`src/rtl/mda_attrib.sv`:
```
// MDA attribute/pixel stage: serialises a 9-column character cell from a
// font ROM row, applies the MDA attribute rules (blank, inverse, underline,
// blink, intensity), the cursor override and display gating, and drives a
// registered video/intensity pair. All pixel-rate state advances on pix_en.
module mda_attrib (
  input  logic       clk,
  input  logic       reset,
  input  logic       pix_en,
  input  logic       load,
  input  logic [7:0] font_byte,
  input  logic [7:0] char_code,
  input  logic [7:0] attr,
  input  logic       cursor,
  input  logic       underline_row,
  input  logic       display_enable,
  input  logic       blink_en,
  input  logic       vsync,
  output logic       video,
  output logic       intensity
);

  localparam logic [3:0] LAST_COL = 4'd9;

  // Latched cell data; char_code is only ever needed as "is line graphics".
  logic [7:0] r_font;
  logic       r_gfx;
  logic [7:0] r_attr;
  logic       r_cursor;
  logic       r_ul;
  logic [3:0] r_col;

  // Stage 1: pixel of the column held in r_col plus that cell's attributes.
  logic       r_s1_pix;
  logic [7:0] r_s1_attr;
  logic       r_s1_cursor;
  logic       r_s1_ul;
  logic       r_s1_de;

  // Blink timebase.
  logic       r_vsync_d;
  logic [4:0] r_blink;

  // Cell values as they will be after this pix_en (fresh inputs on load).
  logic [7:0] w_font_n;
  logic       w_gfx_n;
  logic [7:0] w_attr_n;
  logic       w_cursor_n;
  logic       w_ul_n;
  logic [3:0] w_col_n;
  logic       w_pix;

  // Stage-2 decode.
  logic       w_blank;
  logic       w_inverse;
  logic       w_ul_class;
  logic       w_fg;
  logic       w_video;
  logic       w_intensity;

  // Select the cell/column being entered: a load starts column 0 of the new
  // cell straight from the inputs, so pixel 0 reaches stage 1 on the load edge.
  always_comb begin
    // NOTE: every combinational output gets a default first so no path can infer a latch.
    w_font_n   = r_font;
    w_gfx_n    = r_gfx;
    w_attr_n   = r_attr;
    w_cursor_n = r_cursor;
    w_ul_n     = r_ul;
    w_col_n    = (r_col >= LAST_COL) ? LAST_COL : r_col + 4'd1;
    if (load) begin
      w_font_n   = font_byte;
      w_gfx_n    = (char_code >= 8'hC0) && (char_code <= 8'hDF);
      w_attr_n   = attr;
      w_cursor_n = cursor;
      w_ul_n     = underline_row;
      w_col_n    = 4'd0;
    end
  end

  // Cell pixel: font bits MSB-first, column 8 repeats bit0 for line graphics, column 9 is dark.
  always_comb begin
    w_pix = 1'b0;
    if (w_col_n < 4'd8) begin
      w_pix = w_font_n[3'd7 - w_col_n[2:0]];
    end else if (w_col_n == 4'd8) begin
      w_pix = w_gfx_n & w_font_n[0];
    end
  end

  // Attribute classes, blink, cursor override and display gating from stage 1.
  always_comb begin
    w_blank    = ((r_s1_attr & 8'h77) == 8'h00);
    w_inverse  = ((r_s1_attr & 8'h77) == 8'h70);
    w_ul_class = (r_s1_attr[2:0] == 3'b001);
    w_fg       = r_s1_pix | (w_ul_class & r_s1_ul);
    if (blink_en && r_s1_attr[7] && !r_blink[4]) begin
      w_fg = 1'b0;
    end
    if (w_blank) begin
      w_video = 1'b0;
    end else if (w_inverse) begin
      w_video = ~w_fg;
    end else begin
      w_video = w_fg;
    end
    if (r_s1_cursor && r_blink[3]) begin
      w_video = 1'b1;
    end
    w_intensity = r_s1_attr[3] & ~w_blank;
    if (!r_s1_de) begin
      w_video     = 1'b0;
      w_intensity = 1'b0;
    end
  end

  // Blink counter: counts vsync rising edges on every clk, independent of pix_en.
  always_ff @(posedge clk) begin
    if (reset) begin
      // NOTE: non-blocking assignments make every register see pre-edge values, so ordering does not matter.
      r_vsync_d <= 1'b0;
      r_blink   <= 5'd0;
    end else begin
      r_vsync_d <= vsync;
      if (vsync && !r_vsync_d) begin
        r_blink <= r_blink + 5'd1;
      end
    end
  end

  // Pixel pipeline: cell latch, column counter, stage 1 and stage 2 all step on pix_en.
  always_ff @(posedge clk) begin
    if (reset) begin
      r_font      <= 8'h00;
      r_gfx       <= 1'b0;
      r_attr      <= 8'h00;
      r_cursor    <= 1'b0;
      r_ul        <= 1'b0;
      r_col       <= LAST_COL;
      r_s1_pix    <= 1'b0;
      r_s1_attr   <= 8'h00;
      r_s1_cursor <= 1'b0;
      r_s1_ul     <= 1'b0;
      r_s1_de     <= 1'b0;
      video       <= 1'b0;
      intensity   <= 1'b0;
    end else if (pix_en) begin
      r_font      <= w_font_n;
      r_gfx       <= w_gfx_n;
      r_attr      <= w_attr_n;
      r_cursor    <= w_cursor_n;
      r_ul        <= w_ul_n;
      r_col       <= w_col_n;
      r_s1_pix    <= w_pix;
      r_s1_attr   <= w_attr_n;
      r_s1_cursor <= w_cursor_n;
      r_s1_ul     <= w_ul_n;
      r_s1_de     <= display_enable;
      video       <= w_video;
      intensity   <= w_intensity;
    end
  end

endmodule
```
`config.mk`:
```
export PLATFORM = sky130hd
export DESIGN_NAME = mda_attrib
export DESIGN_NICKNAME = d
export VERILOG_FILES = /design/src/rtl/mda_attrib.sv
export SDC_FILE = /design/constraint.sdc
export NUM_CORES = 1
export LEC_CHECK = 0
export ABC_CLOCK_PERIOD_IN_PS = 3150
export BUFFER_PORTS_ARGS = -buffer_cell sky130_fd_sc_hd__buf_4
export CAP_MARGIN = 20
export CORE_UTILIZATION = 56
export DETAILED_ROUTE_END_ITERATION = 7
export GPL_ROUTABILITY_DRIVEN = 0
export PLACE_DENSITY = 0.9
export SLEW_MARGIN = 20
export SYNTH_ARGS = -nofsm -noshare
export SYNTH_HDL_FRONTEND = slang
export SYNTH_SLANG_ARGS = --single-unit
```
`constraint.sdc`:
```
create_clock -name clk -period 3.15 [get_ports clk]
set_input_delay 0.4725 -clock clk [delete_from_list [all_inputs] [get_ports clk]]
set_output_delay 0.4725 -clock clk [all_outputs]
set_load 0.02 [all_outputs]
```
# Word level (Yosys, flattened, before mapping)
# Cells that the tools add are included.
[totals]
out_inout_bits = 2
wordCells = 55
reg_bits = 33
input_bits = 33
[classes]
bitwise_logic = 6
n_reduce_logical = 9
eq_ne = 3
magnitude_cmp = 5
addsub = 3
mux = 17
[op_table]
columns = ["cell", "count"]
rows = [
  ["8-bit two-way mux", 2],
  ["1-bit two-way mux", 12],
  ["8-bit greater-or-equal comparator, second input constant", 1],
  ["8-bit less-or-equal comparator, second input constant", 1],
  ["8-bit zero test", 1],
  ["4-bit two-way mux", 2],
  ["6-bit == test, second input constant", 1],
  ["5-bit by 1-bit adder with 5-bit output, second input constant", 1],
  ["1-bit logical AND", 5],
  ["4-bit by 1-bit adder with 4-bit output, second input constant", 1],
  ["4-bit == test, second input constant", 1],
  ["4-bit greater-or-equal comparator, second input constant", 1],
  ["3-bit by 4-bit less-than comparator with 1-bit output, second input constant", 1],
  ["4-bit less-than comparator, second input constant", 1],
  ["1-bit AND", 3],
  ["1-bit binary-select mux with 3-bit select", 1],
  ["3-bit by 1-bit == test with 1-bit output, second input constant", 1],
  ["3-bit subtractor, first input constant", 1],
  ["1-bit zero test", 2],
  ["1-bit NOT", 2],
  ["2-bit AND reduction", 1],
  ["1-bit bitwise OR", 1],
]

# Depth between registers and ports, before layout
# Gate-level depths: netlist of the first run.
[depth]
ltp_word = 9
depth_mapped = 8
mapped_depth_nobuf = 7

# Least setup slack after synthesis of the first run
# Ideal clock, no wire load.
[synth_path]
path_type = "reg-to-reg"
from = "register r_col[0]"
to = "register r_s1_pix"
stages_incl_launch_ff = 9
required_ns = 3.036
slack_ns = 1.136
arrival_time_ns = 1.900
n_path_buf = 1
setup_ns = 0.114
cell_sequence = "dfxtp_1 inv_1 ha_1 or3b_1 buf_2 a21o_1 a2111oi_1 nor3_1 a21o_1"
[synth_via]
elab_chain_cells = 7
word_cells_on_any_way = 11
[synth_lines]
columns = ["element", "line", "source"]
rows = [
  ["start: declaration", "30", "logic [3:0] r_col;"],
  ["start signal: assignment", "152", "r_col <= w_col_n;"],
  ["4-bit by 1-bit adder with 4-bit output or 4-bit greater-or-equal comparator (tied branches)", "69", "w_col_n = (r_col >= LAST_COL) ? LAST_COL : r_col + 4'd1;"],
  ["4-bit two-way mux *", "69", ""],
  ["4-bit two-way mux *", "70", "if (load) begin"],
  ["3-bit subtractor", "84", "w_pix = w_font_n[3'd7 - w_col_n[2:0]];"],
  ["1-bit binary-select mux with 3-bit select", "84", ""],
  ["1-bit two-way mux (not written as such)", "84", ""],
  ["1-bit two-way mux *", "83", "if (w_col_n < 4'd8) begin"],
  ["end signal: assignment", "153", "r_s1_pix <= w_pix;"],
  ["end: declaration", "33", "logic r_s1_pix;"],
]
# Mark *: on every way between the ends. The rest lies on a longest branch, timed or not. The select of a mux whose other input is x is not followed.
# A chain may end at the register's enable or synchronous reset.

# Worst setup path in the final report of the first run
# Same ends and word-level chain as after synthesis.

==> impl_metrics.csv, run 1 <==
group,metric,value,unit
critical_path,rr_startpoint,"r_col[0]",
global_routing,grt_max_degree,35,
timing,clock_skew,0.00879,ns
die,initial_core_util,60.1,%
logic_synthesis,seq_area_frac_synth,44.0,%
timing,period_share,73.4,%
logic_synthesis,synthCells,186,
clock_tree,cts_made_buffers,5,
timing,final_max_slew_viol_count,0,
placed_design,post-place-ws,0.902,ns
critical_path,cp_max_fo,8,
hold_path,hold_path_class,"primary input to register",
routing,drc,0,
clock_tree,cts.repair.resized,0,
routing,drtIter0Drc,40,
routing,vias,1359,
finish,fin_nets,247,
die,ios,35,
finish,diodes,0,
hold_path,min_delay_worst_endpoint,"r_s1_attr[7]",
die,dieArea,2890,um^2
flow_run,drv_cap,0,
global_routing,grt_pass1_wl,5400,um
finish,drive_above_1_share,18.5,%
clock_tree,clock-root-buffer,"clkbuf_4",
routing,post_drt_wl_per_cell,13.7,um
routing,antenna_left,0,
hold_path,holdPathStages,3,
logic_synthesis,synth_area_leaders,"dfxtp_1 (44%), nand2_1 (11%), a21oi_1 (7.3%), ha_1 (3.3%), mux2i_1 (3.3%)",
critical_path,required,3.40,ns
critical_path,r2r_cells,7,
critical_path,slowest_delay,0.45,ns
die,chipHeight,53.8,um
routing,wl_met3,134,um
critical_path,end_kind,"register",
finish,syn2layout_area_growth,21.0,%
clock_tree,h-tree-depth,2,
clock_tree,cts_hold_buffers,0,
critical_path,r2r_end,"r_s1_pix",
logic_synthesis,yosysUniqueCellTypes,39,
placed_design,io_buffers,29,
clock_tree,cts_tree,"yes",
clock_tree,path_clk_slew,0.11,ns
routing,highest_layer,"met4",
pwr,vdd_drop_max,0.548,mV
global_routing,grt_pass1_vias,1381,
routing,wl,3300,um
logic_synthesis,ys_warn_count,0,
global_routing,grt-ovfl-total,0,
critical_path,critPathSlowestCell,"or3b_1",
routing,wl_met1,1410,um
timing,finalCriticalPeriod,2.31,ns
die,die_w,53.8,um
global_routing,grt_use_total,26.0,%
routing,first_pass_iters,4,
logic_synthesis,netlist_area,1500,um^2
hold_path,min_from,"attr[7]",
global_routing,antenna_found_initial,0,
clock_tree,clock_latency,0.35,ns
clock_tree,cts_buffer_depth,2,
critical_path,r2r_slack,0.84,ns
critical_path,path_class,"register to register",
timing,tns,0,ns
status,outcome,"finished clean",
routing,wl_met2,1700,um
clock_tree,clock-sinks,33,
clock_tree,post-cts-setup-buffers,0,
pwr,total_power,0.962,mW
logic_synthesis,yosys.area.top_type,"dfxtp_1",
timing,finalHoldViolations,0,
critical_path,cpLargestDelayFamily,"compound AO/OA/AOI/OAI gates",
die,core,2500,um^2
logic_synthesis,ys_ff_latch,33,
timing,max_freq,432,MHz
timing,rsz0062_at_grt,"no",
timing,worst_slew_pin_slew,0.676,ns
placed_design,dpl.hpwl,2300,um
logic_synthesis,avgSynthCellArea,8.07,um^2
routing,viasPerCell,5.64,
die,row_count,18,
logic_synthesis,synth_fp_nets,223,
pwr,p_leak,0.744,nW
timing,worst_slack,0.837,ns
critical_path,crit_top_cell,"a21o_1",
logic_synthesis,netlist.area_leader.share,44.0,%
critical_path,crit_path_start_kind,"register",
critical_path,arrival,2.56,ns
timing,setup_violations,0,
critical_path,crit_path_cell_trace,"inv_1, ha_1, or3b_1, a21o_1, a211oi_1, o221ai_1, a21o_1",
critical_path,cp.buffers_inverters,1,
pwr,power_density,530,nW/um^2
timing,max_slew_margin,54.8,%
## power by group
group | total (mW) | switching (mW) | internal [mW] | leakage (nW)
logic | 0.102 | 0.0522 | 0.0500 | 0.419
clock network | 0.409 | 0.159 | 0.250 | 0.0558
registers | 0.452 | 0.0160 | 0.436 | 0.270
## cells in the mapped netlist
library cell	count
nand2_1	44
dfxtp_1	33
a21oi_1	22
nor2_1	13
clkbuf_1	10
mux2i_1	5
ha_1	4
inv_1	4
nor3_1	4
o21ai_0	4
a211oi_1	3
nand4_1	3
nor2b_1	3
xor2_1	3
a21o_1	2
nand2b_1	2
o21bai_1	2
o31ai_1	2
or4_1	2
xnor2_1	2
a2111oi_0	1
a2111oi_1	1
a22oi_1	1
a311o_1	1
a31oi_1	1
a41oi_1	1
and2_1	1
and3_1	1
buf_1	1
buf_2	1
mux2_2	1
nand3_1	1
nand3b_1	1
nor4bb_1	1
o221ai_1	1
o22a_1	1
or3_1	1
or3b_1	1
or3b_2	1
## placed cells by master (no fill, tap or decap), types with 2 or more instances in the layout
| master | n |
|---|---|
| dfxtp_1 | 33 |
| a211oi_1 | 3 |
| inv_1 | 4 |
| nor2b_1 | 3 |
| nor2_1 | 13 |
| o21ai_0 | 4 |
| ha_1 | 4 |
| a21o_1 | 2 |
| xor2_1 | 3 |
| nand2_1 | 44 |
| a21oi_1 | 22 |
| o21bai_1 | 2 |
| nand4_1 | 3 |
| xnor2_1 | 2 |
| clkbuf_4 | 5 |
| bufinv_16 | 2 |
| or4_1 | 2 |
| buf_4 | 29 |
| o31ai_1 | 2 |
| nor3_1 | 4 |
| nand2b_1 | 2 |
| mux2i_1 | 5 |
## worst max path at each step
| stage | startpoint | to | slack [ns] | cells past startpoint |
|---|---|---|---|---|
| after floorplan | r_col[0] | r_s1_pix | 1.14 | 8 |
| after global placement | r_col[0] | r_s1_pix | 1.04 | 7 |
| after detailed placement | r_col[0] | r_s1_pix | 0.90 | 7 |
| after CTS | r_col[0] | r_s1_pix | 0.88 | 7 |
| after global routing | r_col[0] | r_s1_pix | 0.76 | 7 |
| final | r_col[0] | r_s1_pix | 0.84 | 7 |
## kinds of logic after synthesis
kind of cell / after synthesis / synth area share, %
and+or+nand+nor: 79 / 23.8
AOI/OAI and AO/OA: 43 / 17.8
DFF: 33 / 44.0
buffers and inverters: 16 / 4.08
muxes: 6 / 4.08
xor gates and xnor gates: 5 / 2.92
adders and majority gates: 4 / 3.33
## flip-flops by register name, indices dropped and copies added (netlist names)
name and flops:
r_col 4, video 1, r_s1_pix 1, r_gfx 1, r_vsync_d 1, r_s1_cursor 1
r_s1_de 1, r_s1_attr 8, intensity 1, r_s1_ul 1, r_blink 5, r_font 8
## worst min-delay path, cell delays in order
cell and delay (ns):
buf_4 0.11, nand2_1 0.05, a21oi_1 0.05
## per-layer routing
layer	track usage (%)	vias up
li1	-	687
met1	28.5	629
met2	45.7	34
met3	5.08	9
met4	15.4	0
met5	0	-
## layout make-up
| cell class | count | area (um^2) |
|---|---|---|
| fillers | 210 | 683 |
| clock inverters | 3 | 68.8 |
| clock buffers | 5 | 37.5 |
| repair buffers | 29 | 218 |
| well taps | 30 | 37.5 |
| flip-flops and latches | 33 | 661 |
| multi-input cells | 137 | 779 |
| inverters | 4 | 15.0 |
## stage by stage
| stage | utilization, % | cell area [um^2] | cells | hold slack (ns) |
|---|---|---|---|---|
| final | 72.7 | 1820 | 241 | 0.358 |
| after global routing | 72.7 | 1820 | 241 | 0.360 |
| after CTS | 72.7 | 1820 | 241 | 0.349 |
| after detailed placement | 68.4 | 1710 | 233 | 0.453 |
| after global placement | 68.4 | 1710 | 233 | 0.445 |
| after floorplan | - | 1500 | 186 | 0.432 |
No activity file was read; power rests on OpenSTA's default activity.
==> inputs of run 2 (changes only) <==
- ABC_AREA: not set -> 1
- ABC_CLOCK_PERIOD_IN_PS: 3150 -> 2200
- CORE_UTILIZATION: 56 -> 53
- PLACE_DENSITY: 0.9 -> 0.85
- clock period: 3.15 -> 2.2 ns (I/O delays scaled with it)
==> impl_metrics.csv, run 2 <==
group,metric,value,unit
logic_synthesis,synth_area_leaders,"dfxtp_1 (41%), nor2_1 (12%), o21ai_0 (8.2%), nand2_1 (6.8%), nand3_1 (4.7%)",
logic_synthesis,yosys.area.top_type,"dfxtp_1",
timing,max_slew_margin,60.6,%
clock_tree,cts_made_buffers,5,
clock_tree,h-tree-depth,2,
finish,layout_commonest_cell,"nor2_1",
timing,worst_slew_pin_slew,0.590,ns
timing,finalHoldViolations,0,
timing,tns,0,ns
clock_tree,post-cts-setup-buffers,0,
critical_path,crit_path_start_kind,"register",
clock_tree,path_clk_slew,0.10,ns
die,chipHeight,56.9,um
critical_path,path_class,"register to register",
global_routing,grt-ovfl-total,0,
die,dieArea,3230,um^2
die,initial_core_util,56.9,%
clock_tree,cts_buffer_depth,2,
critical_path,cp_max_fo,7,
hold_path,hold_path_class,"primary input to register",
die,row_count,19,
die,core,2810,um^2
timing,final_max_slew_viol_count,0,
logic_synthesis,seq_area_frac_synth,41.4,%
critical_path,crit_path_cell_trace,"inv_1, ha_1, nand2_2, nand2_4, nand2_1, nor2_2, inv_1, nand3_1, nor2_1, nor2_1, a21oi_2",
routing,vias,1449,
timing,clock_skew,0.00755,ns
routing,drtIter0Drc,53,
logic_synthesis,synth-compound-area-share,14.3,%
timing,setup_violations,0,
logic_synthesis,synthSimpleGateAreaFrac,31.1,%
status,outcome,"finished, violations left",
logic_synthesis,synth_fp_nets,258,
timing,rsz0062_at_grt,"no",
finish,syn2layout_area_growth,18.0,%
die,ios,35,
logic_synthesis,synth_xor_area_share,0.549,%
placed_design,dpl.hpwl,2250,um
global_routing,grt_use_total,22.3,%
global_routing,grt_pass1_wl,5530,um
logic_synthesis,synth.most_common_cell,"nor2_1",
status,violations,"design-rule violations",
logic_synthesis,synth_edf_count,0,
placed_design,post-place-ws,0.580,ns
logic_synthesis,ys_warn_count,0,
logic_synthesis,synth_commonest_cells,"nor2_1 (50), dfxtp_1 (33), nand2_1 (29), o21ai_0 (26), inv_1 (18)",
pwr,vdd_drop_max,0.368,mV
critical_path,slowest_delay,0.53,ns
finish,final_cell_mix,"nor2_1 (50), dfxtp_1 (33), buf_4 (30)",
logic_synthesis,synthCells,221,
finish,final_core_util,67.1,%
finish,largestRegisters,"r_font x8, r_s1_attr x8, r_blink x5",
finish,drive_above_1_share,19.2,%
pwr,p_leak,0.840,nW
logic_synthesis,netlist_area,1600,um^2
timing,finalCriticalPeriod,1.68,ns
clock_tree,clock_latency,0.34,ns
finish,stdcell_area,1880,um^2
global_routing,grt_max_degree,26,
placed_design,place_area,1800,um^2
logic_synthesis,async_reset_ff_share,0,%
die,die_w,56.9,um
global_routing,antenna_found_initial,0,
clock_tree,clock-root-buffer,"clkbuf_4",
routing,first_pass_iters,6,
routing,viasPerCell,5.16,
timing,period_share,76.3,%
flow_run,drv_cap,0,
routing,post_drt_wl_per_cell,11.3,um
timing,worst_slack,0.522,ns
critical_path,end_kind,"register",
finish,diodes,0,
finish,fin_nets,286,
clock_tree,cts.repair.resized,0,
logic_synthesis,synth_fa_ha_area_share,3.14,%
clock_tree,clock-sinks,33,
logic_synthesis,netlist.area_leader.share,41.4,%
routing,drc,7,
critical_path,required,2.48,ns
pwr,total_power,1.32,mW
clock_tree,cts_tree,"yes",
clock_tree,cts_hold_buffers,0,
logic_synthesis,synth_top_family_by_area,"simple AND/OR/NAND/NOR gates",
placed_design,dp_cells,273,
placed_design,io_buffers,29,
timing,hold_slack,0.198,ns
critical_path,arrival,1.95,ns
timing,max_freq,596,MHz
routing,wl,3180,um
logic_synthesis,ys_ff_latch,33,
pwr,power_density,704,nW/um^2
logic_synthesis,yosysUniqueCellTypes,27,
critical_path,critPathSlowestCell,"dfxtp_1",
finish,stdcell_count,281,
routing,antenna_left,0,
logic_synthesis,synthMuxAreaShare,0.627,%
logic_synthesis,avgSynthCellArea,7.22,um^2
global_routing,grt_pass1_vias,1348,
logic_synthesis,synth_ff_type,"dfxtp_1",
==> run 2: cells by family after synthesis <==
kind of cell	Yosys count
compound gates	43
xor+xnor	1
fa+ha+maj	4
buf+inv	28
flops	33
mux	1
simple gates	111
==> run 2: critical path, delay by kind of cell, from the launching register on <==
kind / cells / cell delay [ns]
buffers and inverters: 2 / 0.20
AO/OA/AOI/OAI: 1 / 0.14
adder cells (fa/ha/maj): 1 / 0.21
AND/OR/NAND/NOR: 7 / 0.53
flip-flops: 1 / 0.53
==> run 2: final timing paths <==
path         slack, ns   endpoint  cells past startpoint  startpoint
max               0.52   r_s1_pix                     11    r_col[0]
min               0.20  r_vsync_d                      3       vsync
max reg2reg       0.52   r_s1_pix                     11    r_col[0]
min reg2reg       0.48      video                      2       video
==> run 2: layout make-up <==
type                            instances  area, um^2
Fill cell                             249         923
Multi-Input combinational cell        160         793
Sequential cell                        33         661
Timing Repair Buffer                   30         225
Inverter                               19        78.8
Clock buffer                            7        55.1
Tap cell                               31        38.8
Clock inverter                          1        30.0
==> run 2: report_power, final <==
group / leakage [nW] / internal [mW] / switching [mW] / total (mW)
Combinational: 0.523 / 0.0871 / 0.108 / 0.195
Sequential: 0.272 / 0.632 / 0.0256 / 0.658
Clock: 0.0455 / 0.271 / 0.201 / 0.472
Total: 0.840 / 0.990 / 0.334 / 1.32
==> run 2: metal layers <==
metal	vias to the layer above	share of wire [%]	global-route usage (%)
li1	770	-	-
met5	-	0	0
met2	42	47	35.5
met3	4	5.3	8.06
met1	633	47	27.6
met4	0	1.1	8.01
